[config.mk]
export PLATFORM = sky130hd
export DESIGN_NAME = mem_access_unit
export DESIGN_NICKNAME = d
export VERILOG_FILES = /design/src/rtl/mem_pkg.sv /design/src/rtl/mem_lane_align.sv /design/src/rtl/mem_access_unit.sv
export SDC_FILE = /design/constraint.sdc
export NUM_CORES = 1
export LEC_CHECK = 0
export ABC_AREA = 1
export BUFFER_PORTS_ARGS = -buffer_cell sky130_fd_sc_hd__buf_4
export CORE_MARGIN = 3
export CORE_UTILIZATION = 35
export CTS_CLUSTER_SIZE = 40
export DETAILED_ROUTE_END_ITERATION = 7
export REMOVE_ABC_BUFFERS = 1
export SLEW_MARGIN = 40
export SYNTH_ARGS = -nofsm -noshare
export SYNTH_HDL_FRONTEND = slang
export SYNTH_HIERARCHICAL = 1
export SYNTH_SLANG_ARGS = --single-unit
export TNS_END_PERCENT = 50
[constraint.sdc]
create_clock -name clk -period 4.47 [get_ports clk]
set_clock_uncertainty 0.05 [all_clocks]
set_input_delay 0.2235 -clock clk [delete_from_list [all_inputs] [get_ports clk]]
set_output_delay 0.2235 -clock clk [all_outputs]
set_load 0.01 [all_outputs]
[src/rtl/mem_pkg.sv]
// mem_pkg: access-size and FSM state encodings shared by the load/store unit
package mem_pkg;
  localparam logic [1:0] MEM_SIZE_BYTE  = 2'd0;
  localparam logic [1:0] MEM_SIZE_HALF  = 2'd1;
  localparam logic [1:0] MEM_SIZE_WORD  = 2'd2;
  localparam logic [1:0] MEM_SIZE_DWORD = 2'd3;
  localparam logic [1:0] ST_IDLE = 2'd0;
  localparam logic [1:0] ST_BUS  = 2'd1;
  localparam logic [1:0] ST_RESP = 2'd2;
  function automatic int strb_width(input int dw);
    return dw / 8;
  endfunction
endpackage

[src/rtl/mem_lane_align.sv]
// mem_lane_align: store lane steering/strobes and load extraction/extension
module mem_lane_align
  import mem_pkg::*;
#(
  parameter int DATA_WIDTH = 32,
  parameter int STRB_WIDTH = strb_width(DATA_WIDTH),
  parameter int OFF_W = $clog2(STRB_WIDTH)
) (
  input  logic [OFF_W-1:0]      i_st_off,
  input  logic [1:0]            i_st_size,
  input  logic [DATA_WIDTH-1:0] i_st_data,
  output logic [DATA_WIDTH-1:0] o_st_data,
  output logic [STRB_WIDTH-1:0] o_st_strb,
  input  logic [OFF_W-1:0]      i_ld_off,
  input  logic [1:0]            i_ld_size,
  input  logic                  i_ld_sign,
  input  logic [DATA_WIDTH-1:0] i_ld_raw,
  output logic [DATA_WIDTH-1:0] o_ld_data
);
  logic [7:0]            w_size_mask;
  logic [6:0]            w_ld_bits;
  logic [DATA_WIDTH-1:0] w_shift;
  logic [DATA_WIDTH-1:0] w_keep;
  logic [DATA_WIDTH-1:0] w_top;
  logic                  w_neg;
  always_comb begin
    w_size_mask = (i_st_size == MEM_SIZE_BYTE) ? 8'h01 :
                  (i_st_size == MEM_SIZE_HALF) ? 8'h03 :
                  (i_st_size == MEM_SIZE_WORD) ? 8'h0F : 8'hFF;
    o_st_strb   = STRB_WIDTH'(w_size_mask << i_st_off);
    o_st_data   = i_st_data << {i_st_off, 3'b000};
    w_ld_bits   = 7'd8 << i_ld_size;
    w_shift     = i_ld_raw >> {i_ld_off, 3'b000};
    // a shift by the full width yields zero, so a full-width access keeps every bit
    w_keep      = ~({DATA_WIDTH{1'b1}} << w_ld_bits);
    w_top       = w_keep & ~(w_keep >> 1);
    w_neg       = i_ld_sign & |(w_shift & w_top);
    o_ld_data   = (w_shift & w_keep) | (w_neg ? ~w_keep : '0);
  end
endmodule

[src/rtl/mem_access_unit.sv]
// mem_access_unit: MEM-stage load/store engine with alignment checks, RAM handshake and timeout
module mem_access_unit
  import mem_pkg::*;
#(
  parameter int DATA_WIDTH = 32,
  parameter int ADDR_WIDTH = 32,
  parameter int STRB_WIDTH = strb_width(DATA_WIDTH),
  parameter int TIMEOUT = 15
) (
  input  logic                  clk,
  input  logic                  rst,
  input  logic                  mem_read_flag,
  input  logic                  mem_write_flag,
  input  logic                  mem_sign_ext_flag,
  input  logic [1:0]            mem_size,
  input  logic [ADDR_WIDTH-1:0] mem_addr,
  input  logic [DATA_WIDTH-1:0] mem_write_data,
  input  logic                  mem_flush,
  output logic                  ram_en,
  output logic [STRB_WIDTH-1:0] ram_write_en,
  output logic [ADDR_WIDTH-1:0] ram_addr,
  output logic [DATA_WIDTH-1:0] ram_write_data,
  input  logic [DATA_WIDTH-1:0] ram_read_data,
  input  logic                  ram_ready,
  output logic                  stall_request,
  output logic [DATA_WIDTH-1:0] load_data,
  output logic                  result_valid,
  output logic                  addr_err_load,
  output logic                  addr_err_store,
  output logic                  bus_err
);
  localparam int OFF_W = $clog2(STRB_WIDTH);
  logic [1:0]            r_state;
  logic [7:0]            r_cnt;
  logic                  r_flush;
  logic                  r_write;
  logic                  r_sign;
  logic [1:0]            r_size;
  logic [ADDR_WIDTH-1:0] r_addr;
  logic [STRB_WIDTH-1:0] r_strb;
  logic [DATA_WIDTH-1:0] r_wdata;
  logic [DATA_WIDTH-1:0] r_load;
  logic                  r_berr;
  logic                  r_ael;
  logic                  r_aes;
  logic                  w_req;
  logic [2:0]            w_off_mask;
  logic                  w_illegal;
  logic                  w_go;
  logic                  w_bus;
  logic                  w_resp;
  logic [DATA_WIDTH-1:0] w_st_data;
  logic [STRB_WIDTH-1:0] w_st_strb;
  logic [DATA_WIDTH-1:0] w_ld_data;
  assign w_req      = (mem_read_flag | mem_write_flag) & ~mem_flush;
  assign w_off_mask = (3'd1 << mem_size) - 3'd1;
  assign w_illegal  = (|(mem_addr[2:0] & w_off_mask)) | (mem_size == MEM_SIZE_DWORD && DATA_WIDTH < 64);
  assign w_go       = (r_state == ST_IDLE) & w_req & ~w_illegal;
  assign w_bus      = r_state == ST_BUS;
  assign w_resp     = (r_state == ST_RESP) & ~r_flush;
  mem_lane_align #(
    .DATA_WIDTH(DATA_WIDTH),
    .STRB_WIDTH(STRB_WIDTH),
    .OFF_W(OFF_W)
  ) u_align (
    .i_st_off (mem_addr[OFF_W-1:0]),
    .i_st_size(mem_size),
    .i_st_data(mem_write_data),
    .o_st_data(w_st_data),
    .o_st_strb(w_st_strb),
    .i_ld_off (r_addr[OFF_W-1:0]),
    .i_ld_size(r_size),
    .i_ld_sign(r_sign),
    .i_ld_raw (ram_read_data),
    .o_ld_data(w_ld_data)
  );
  always_ff @(posedge clk) begin
    if (!rst) begin
      r_state <= ST_IDLE;
      r_cnt   <= '0;
      r_flush <= 1'b0;
      r_write <= 1'b0;
      r_sign  <= 1'b0;
      r_size  <= '0;
      r_addr  <= '0;
      r_strb  <= '0;
      r_wdata <= '0;
      r_load  <= '0;
      r_berr  <= 1'b0;
      r_ael   <= 1'b0;
      r_aes   <= 1'b0;
    end else begin
      r_ael <= 1'b0;
      r_aes <= 1'b0;
      case (r_state)
        ST_IDLE: begin
          r_flush <= 1'b0;
          if (w_go) begin
            r_state <= ST_BUS;
            r_cnt   <= '0;
            r_addr  <= mem_addr;
            r_size  <= mem_size;
            r_sign  <= mem_sign_ext_flag;
            r_write <= mem_write_flag;
            r_wdata <= mem_write_flag ? w_st_data : '0;
            r_strb  <= mem_write_flag ? w_st_strb : '0;
          end else if (w_req) begin
            r_ael <= ~mem_write_flag;
            r_aes <= mem_write_flag;
          end
        end
        ST_BUS: begin
          // a flushed access still finishes on the bus; only its result is dropped
          r_flush <= r_flush | mem_flush;
          r_cnt   <= r_cnt + 8'd1;
          if (ram_ready) begin
            r_state <= ST_RESP;
            r_load  <= r_write ? '0 : w_ld_data;
            r_berr  <= 1'b0;
          end else if (r_cnt == 8'(TIMEOUT - 1)) begin
            r_state <= ST_RESP;
            r_load  <= '0;
            r_berr  <= 1'b1;
          end
        end
        default: begin
          r_state <= ST_IDLE;
          r_flush <= 1'b0;
          r_berr  <= 1'b0;
          r_load  <= '0;
        end
      endcase
    end
  end
  assign ram_en         = w_bus;
  assign ram_write_en   = w_bus ? r_strb : '0;
  assign ram_addr       = w_bus ? {r_addr[ADDR_WIDTH-1:OFF_W], {OFF_W{1'b0}}} : '0;
  assign ram_write_data = w_bus ? r_wdata : '0;
  assign stall_request  = w_bus | w_go;
  assign result_valid   = w_resp;
  assign load_data      = w_resp ? r_load : '0;
  assign bus_err        = w_resp & r_berr;
  assign addr_err_load  = r_ael;
  assign addr_err_store = r_aes;
endmodule

Word-level counts from Yosys, hierarchy flattened
Index checks and enable logic that the tools add are counted.

word-level totals
  output and inout port bits = 106
  input port bits = 105
  flip-flop bits (word level) = 118
  logic and storage cells = 88

operators by class
  reduce and logical (&&, ||, !) cells = 11
  mux-type cells = 23
  add/sub/neg operators = 2
  shift-type cells = 6
  bitwise gates (word level) = 25
  equal/unequal tests = 8

operator list
  operator                 number
  $mux W32                 8
  $and A32 B32 Y32         3
  $not A32 Y32             2
  $pmux W32 S2             1
  $mux W8                  4
  $not A31 Y32             1
  $or A32 B32 Y32          1
  $reduce_or A32 Y1        1
  $shl A32 B5 Y32          1
  $shl A32 B7 Y32 const A  1
  $shr A32 B5 Y32          1
  $pmux W8 S2              1
  $reduce_and A2 Y1        5
  $add A8 B1 Y8 const B    1
  $eq A8 B4 Y1 const B     1
  $mux W4                  2
  $shl A8 B2 Y4            1
  $not A1 Y1               7
  $shl A4 B2 Y7 const A    1
  $and A1 B1 Y1            6
  $eq A2 B2 Y1 const B     3
  $mux W2                  3
  $eq A2 B1 Y1 const B     2
  $logic_not A2 Y1         2
  12 further kinds         16

Depth between registers and ports, before layout
  word-level depth = 13
  gate-level depth with buffers = 10
  mapped depth without buffers = 9

Modules after synthesis
Netlist, hierarchy kept.

by module, submodules not included
  module           area an instance (µm²)  cells an instance  sequential area each (µm²)  instances
  mem_access_unit  5395.2                  805                2362.3                      1
  mem_lane_align   1243.7                  269                0.0                         1

Worst setup path before layout
OpenSTA, ideal clock, no wires.

  path type = register -> output
  start point = register r_state[0]
  end point = output port load_data[10]
  buffers on the path = 1
  slack = 2.973 ns
  data arrival time = 1.224 ns
  cell stages (with the launch flop) = 5
  data required time = 4.197 ns
  cell sequence = dfxtp_1 > nor3_1 > inv_1 > clkbuf_1 > nor2_1

on the way
  cells in the longest elaborated chain, start to end = 3

RTL lines
  item                    line                    RTL
  start, declared         mem_access_unit.sv:33   logic [1:0] r_state;
  start signal, assigned  mem_access_unit.sv:79   r_state <= ST_IDLE;
  start signal, assigned  mem_access_unit.sv:99   r_state <= ST_BUS;
  start signal, assigned  mem_access_unit.sv:117  r_state <= ST_RESP;
  $eq A2 B2 Y1            mem_access_unit.sv:60   assign w_resp = (r_state == ST_RESP) & ~r_flush;
  $and A1 B1 Y1           mem_access_unit.sv:60
  named net result_valid  mem_access_unit.sv:27   output logic result_valid,
  $mux W32                mem_access_unit.sv:141  assign load_data = w_resp ? r_load : '0;
  end, declared           mem_access_unit.sv:26   output logic [DATA_WIDTH-1:0] load_data,

The timed path passes the listed nets, and every way through them passes these cells.

Worst setup path in the final report
  start point = register r_state[1]
  end point = output port ram_en

on the way
  cells in the longest elaborated chain, start to end = 1

RTL lines
  item           line                   RTL
  $eq A2 B1 Y1   mem_access_unit.sv:59  assign w_bus = r_state == ST_BUS;
  end, declared  mem_access_unit.sv:19  output logic ram_en,

No other way between the ends.

==> impl_metrics.csv <==
group,metric,value,unit
logic_synthesis,synth-xor-area-share,0,
grt,grt_pass1_vias,6633,
logic_synthesis,synth_area,0.006639,mm2
critical_path,path_cells,"inv_1 -> nand2_4 -> buf_4 -> inv_1 -> buf_4",
critical_path,critical_path.max_stage_delay,0.46,ns
grt,grt-ovfl-total,0,
routing,viasPerCell,4.873,
logic_synthesis,avgSynthCellArea,6.181,um2
pwr,p_int,2143,uW
logic_synthesis,synth.area.top_cells,"dfxtp_1 36%, nand2_1 16%, a21oi_1 9.8%",
critical_path,worstSetupEndpointType,"output pin",
worst_hold_path,hold_class,"in -> reg",
pwr,report.power.total,2878,uW
sta,slew_headroom,0.4645,
logic_synthesis,synth_cells,1074,
critical_path,timing_worst_setup_path_type,"reg -> out",
clocking,clock-sinks,118,
logic_synthesis,synth_top_family_by_area,"simple AND/OR/NAND/NOR gates",
floorplanning,dieArea,0.02066,mm2
logic_synthesis,synth_warnings,6,
logic_synthesis,yosys-top-cells-count,"285 x nand2_1, 155 x nor2_1, 137 x inv_1, 130 x a21oi_1, 118 x dfxtp_1",
critical_path,crit_fanout,39,
logic_synthesis,synth-simple-area-share,0.3490,
final_layout,syn2layout_area_growth,33.08,%
pwr,vdd_drop_max,0.0002807,V
pwr,seq_power_share,0.381,
place,pre_cts_ws,2.103,ns
grt,antenna_found_initial,1,
sta,finalSetupViolations,0,
clocking,clk_latency,0.41,ns
sta,hold_ws,0.03371,ns
clocking,cts_tree,"built",
job,maxCapViolations,0,
place,port_buffers,208,
clocking,cts_root_buffer,"clkbuf_16",
clocking,cts_max_level,4,
grt,grt_usage,0.1992,
floorplanning,die_y,143.7,um
floorplanning,coreArea,0.01827,mm2
logic_synthesis,synth.most_common_cell,"nand2_1",
critical_path,cp_top_family,"buffers and inverters",
final_layout,final_cell_area,0.008835,mm2
routing,drc_errors,0,
logic_synthesis,yosysUniqueCellTypes,31,
critical_path,path_buf_inv,4,
final_layout,n_antenna_cell,0,
critical_path,crit_arrival,2.06,ns
place,gp_congestion,0.8500,
outcome,status,"finished clean",
critical_path,worstPathRequired,4.20,ns
logic_synthesis,synthMuxAreaShare,0,
pwr,power_leakage,0.003651,uW
critical_path,startpoint_type,"register",
final_layout,drive_gt1_frac,0.2071,
logic_synthesis,async_flop_share,0,
sta,fin_crit_sh,0.5216,
pwr,power.density,325.7,mW/mm2
pwr,p_sw,735.1,uW
routing,firstDrtPassIters,5,
sta,setup_ws,2.138,ns
clocking,cts_buffer_depth,2,
logic_synthesis,synth-seq-cells,118,
sta,drv_slew,0,
clocking,path_clk_slew,0.06,ns
logic_synthesis,yosysSeqAreaShare,0.3558,
floorplanning,pin_count,211,
floorplanning,rows,49,
pwr,power_frac_clock,0.486,
final_layout,stdcell_count,1475,
logic_synthesis,synth_top_cell_area_share,0.3558,
sta,max_freq,428.9,MHz
clocking,cts_made_buffers,17,
logic_synthesis,synth_edf_count,0,
floorplanning,initial_utilization,0.3634,
grt,grt_pass1_wl,33500,um
sta,tightest_slew,0.8033,ns
critical_path,cp_slowest_cell,"buf_4",
pwr,pwr-share-comb,0.133,
routing,first_iter_violations,482,
place,place_inst,1441,
grt,grt_max_degree,74,
logic_synthesis,synth_compound_area_frac,0.1540,
routing,routedWlPerCell,14.11,um
place,hpwl,13760,um
logic_synthesis,synth_top_area_cell,"dfxtp_1",
place,placed_area,0.008207,mm2
routing,wl,20810,um
clocking,post_cts_buffers,0,
routing,ant_nets,0,
logic_synthesis,synthAdderAreaFrac,0.003769,
sta,min_period,2.332,ns
routing,num_vias,7188,
logic_synthesis,synth_flop_cell,"dfxtp_1",
final_layout,fillers,1971,
sta,rsz0062_at_grt,"false",
pwr,p_sw_frac,0.2555,
floorplanning,die_x,143.7,um
sta,final_hold_viol_count,0,
final_layout,layout.nets,1340,
==> routing by layer <==
metal	global-route usage	up-vias	share of wire
li1	-	3676	-
met4	0.05401	2	0.015
met5	0	-	0.00096
met2	0.3069	244	0.44
met1	0.2701	3244	0.46
met3	0.06256	22	0.080
==> final timing paths <==
check	from	slack, ns	end	depth (start not counted)
max	r_state[1]$_SDFFE_PN0P_	2.14	ram_en	5
min	mem_addr[11]	0.03	r_addr[11]$_SDFFE_PN0P_	3
max reg2reg	r_addr[1]$_SDFFE_PN0P_	2.25	r_load[15]$_SDFFE_PN0P_	8
min reg2reg	r_load[0]$_SDFFE_PN0P_	0.41	r_load[0]$_SDFFE_PN0P_	2
==> sequential cells by signal, indices dropped and copies added (netlist names) <==
signal / count
r_addr: 32
r_load: 32
r_wdata: 32
r_cnt: 8
r_strb: 4
r_size: 2
r_state: 2
addr_err_load: 1
addr_err_store: 1
r_berr: 1
r_flush: 1
r_sign: 1
r_write: 1
==> through the flow <==
stage | setup TNS [ns] | util
after floorplan | -71.98 | -
after global placement | 0 | 0.4486
after detailed placement | 0 | 0.4492
after CTS | 0 | 0.4827
after global routing | 0 | 0.4836
final | 0 | 0.4836
==> cells by family (layout without fill, tap and decap cells) <==
family,count (synthesis),count (layout)
AO/OA/AOI/OAI,187,187
adder cells (fa/ha/maj),2,2
buffers and inverters,219,390
flip-flops,118,118
other,1,2
AND/OR/NAND/NOR,547,547
==> worst min-delay path, stage by stage <==
cell	delay, ns
buf_4	0.10
nand3_1	0.07
a21oi_1	0.06
==> cells in the final DEF, fill, tap and decap left out, types with 2 or more instances in the layout <==
cell       count
clkbuf_16     17
nand3_1       60
inv_1        136
dfxtp_1      118
clkbuf_8       3
o22ai_1        3
o211ai_1       7
o21ai_0       22
a21oi_1      130
a22oi_1       15
bufinv_16      3
clkinv_4       2
nor2_1       154
o21bai_1       2
ha_1           2
conb_1         2
nand2_1      282
nand2_4        2
inv_2          3
nand3b_1      38
nor2_4         2
clkbuf_1       3
buf_4        215
clkinv_2       5
nor3_1         2
o32ai_1        6
==> power groups by stage <==
stage	clock, uW	sequential, uW	combinational, uW
after floorplan	0	1120	201
after global placement	0	1120	379
after detailed placement	0	1120	381
after CTS	1420	1100	383
after global routing	1480	1100	429
final	1400	1100	382
==> final cells by class <==
type	count	area [um2]	share of cell area
multi-input cells	738	3415	0.3865
clock buffers	23	478.0	0.05410
flip-flops and latches	118	2362	0.2674
repair buffers	217	1635	0.1851
clock inverters	9	123.9	0.01402
well taps	229	286.5	0.03243
inverters	141	534.3	0.06047
==> timing repair <==
| item | CTS | global route |
|---|---|---|
| hold buffers | 1 | 0 |
| gates resized for setup | 0 | 0 |
| endpoints found under the hold margin | 1 | 0 |
Power figures use the tool's default switching activity.
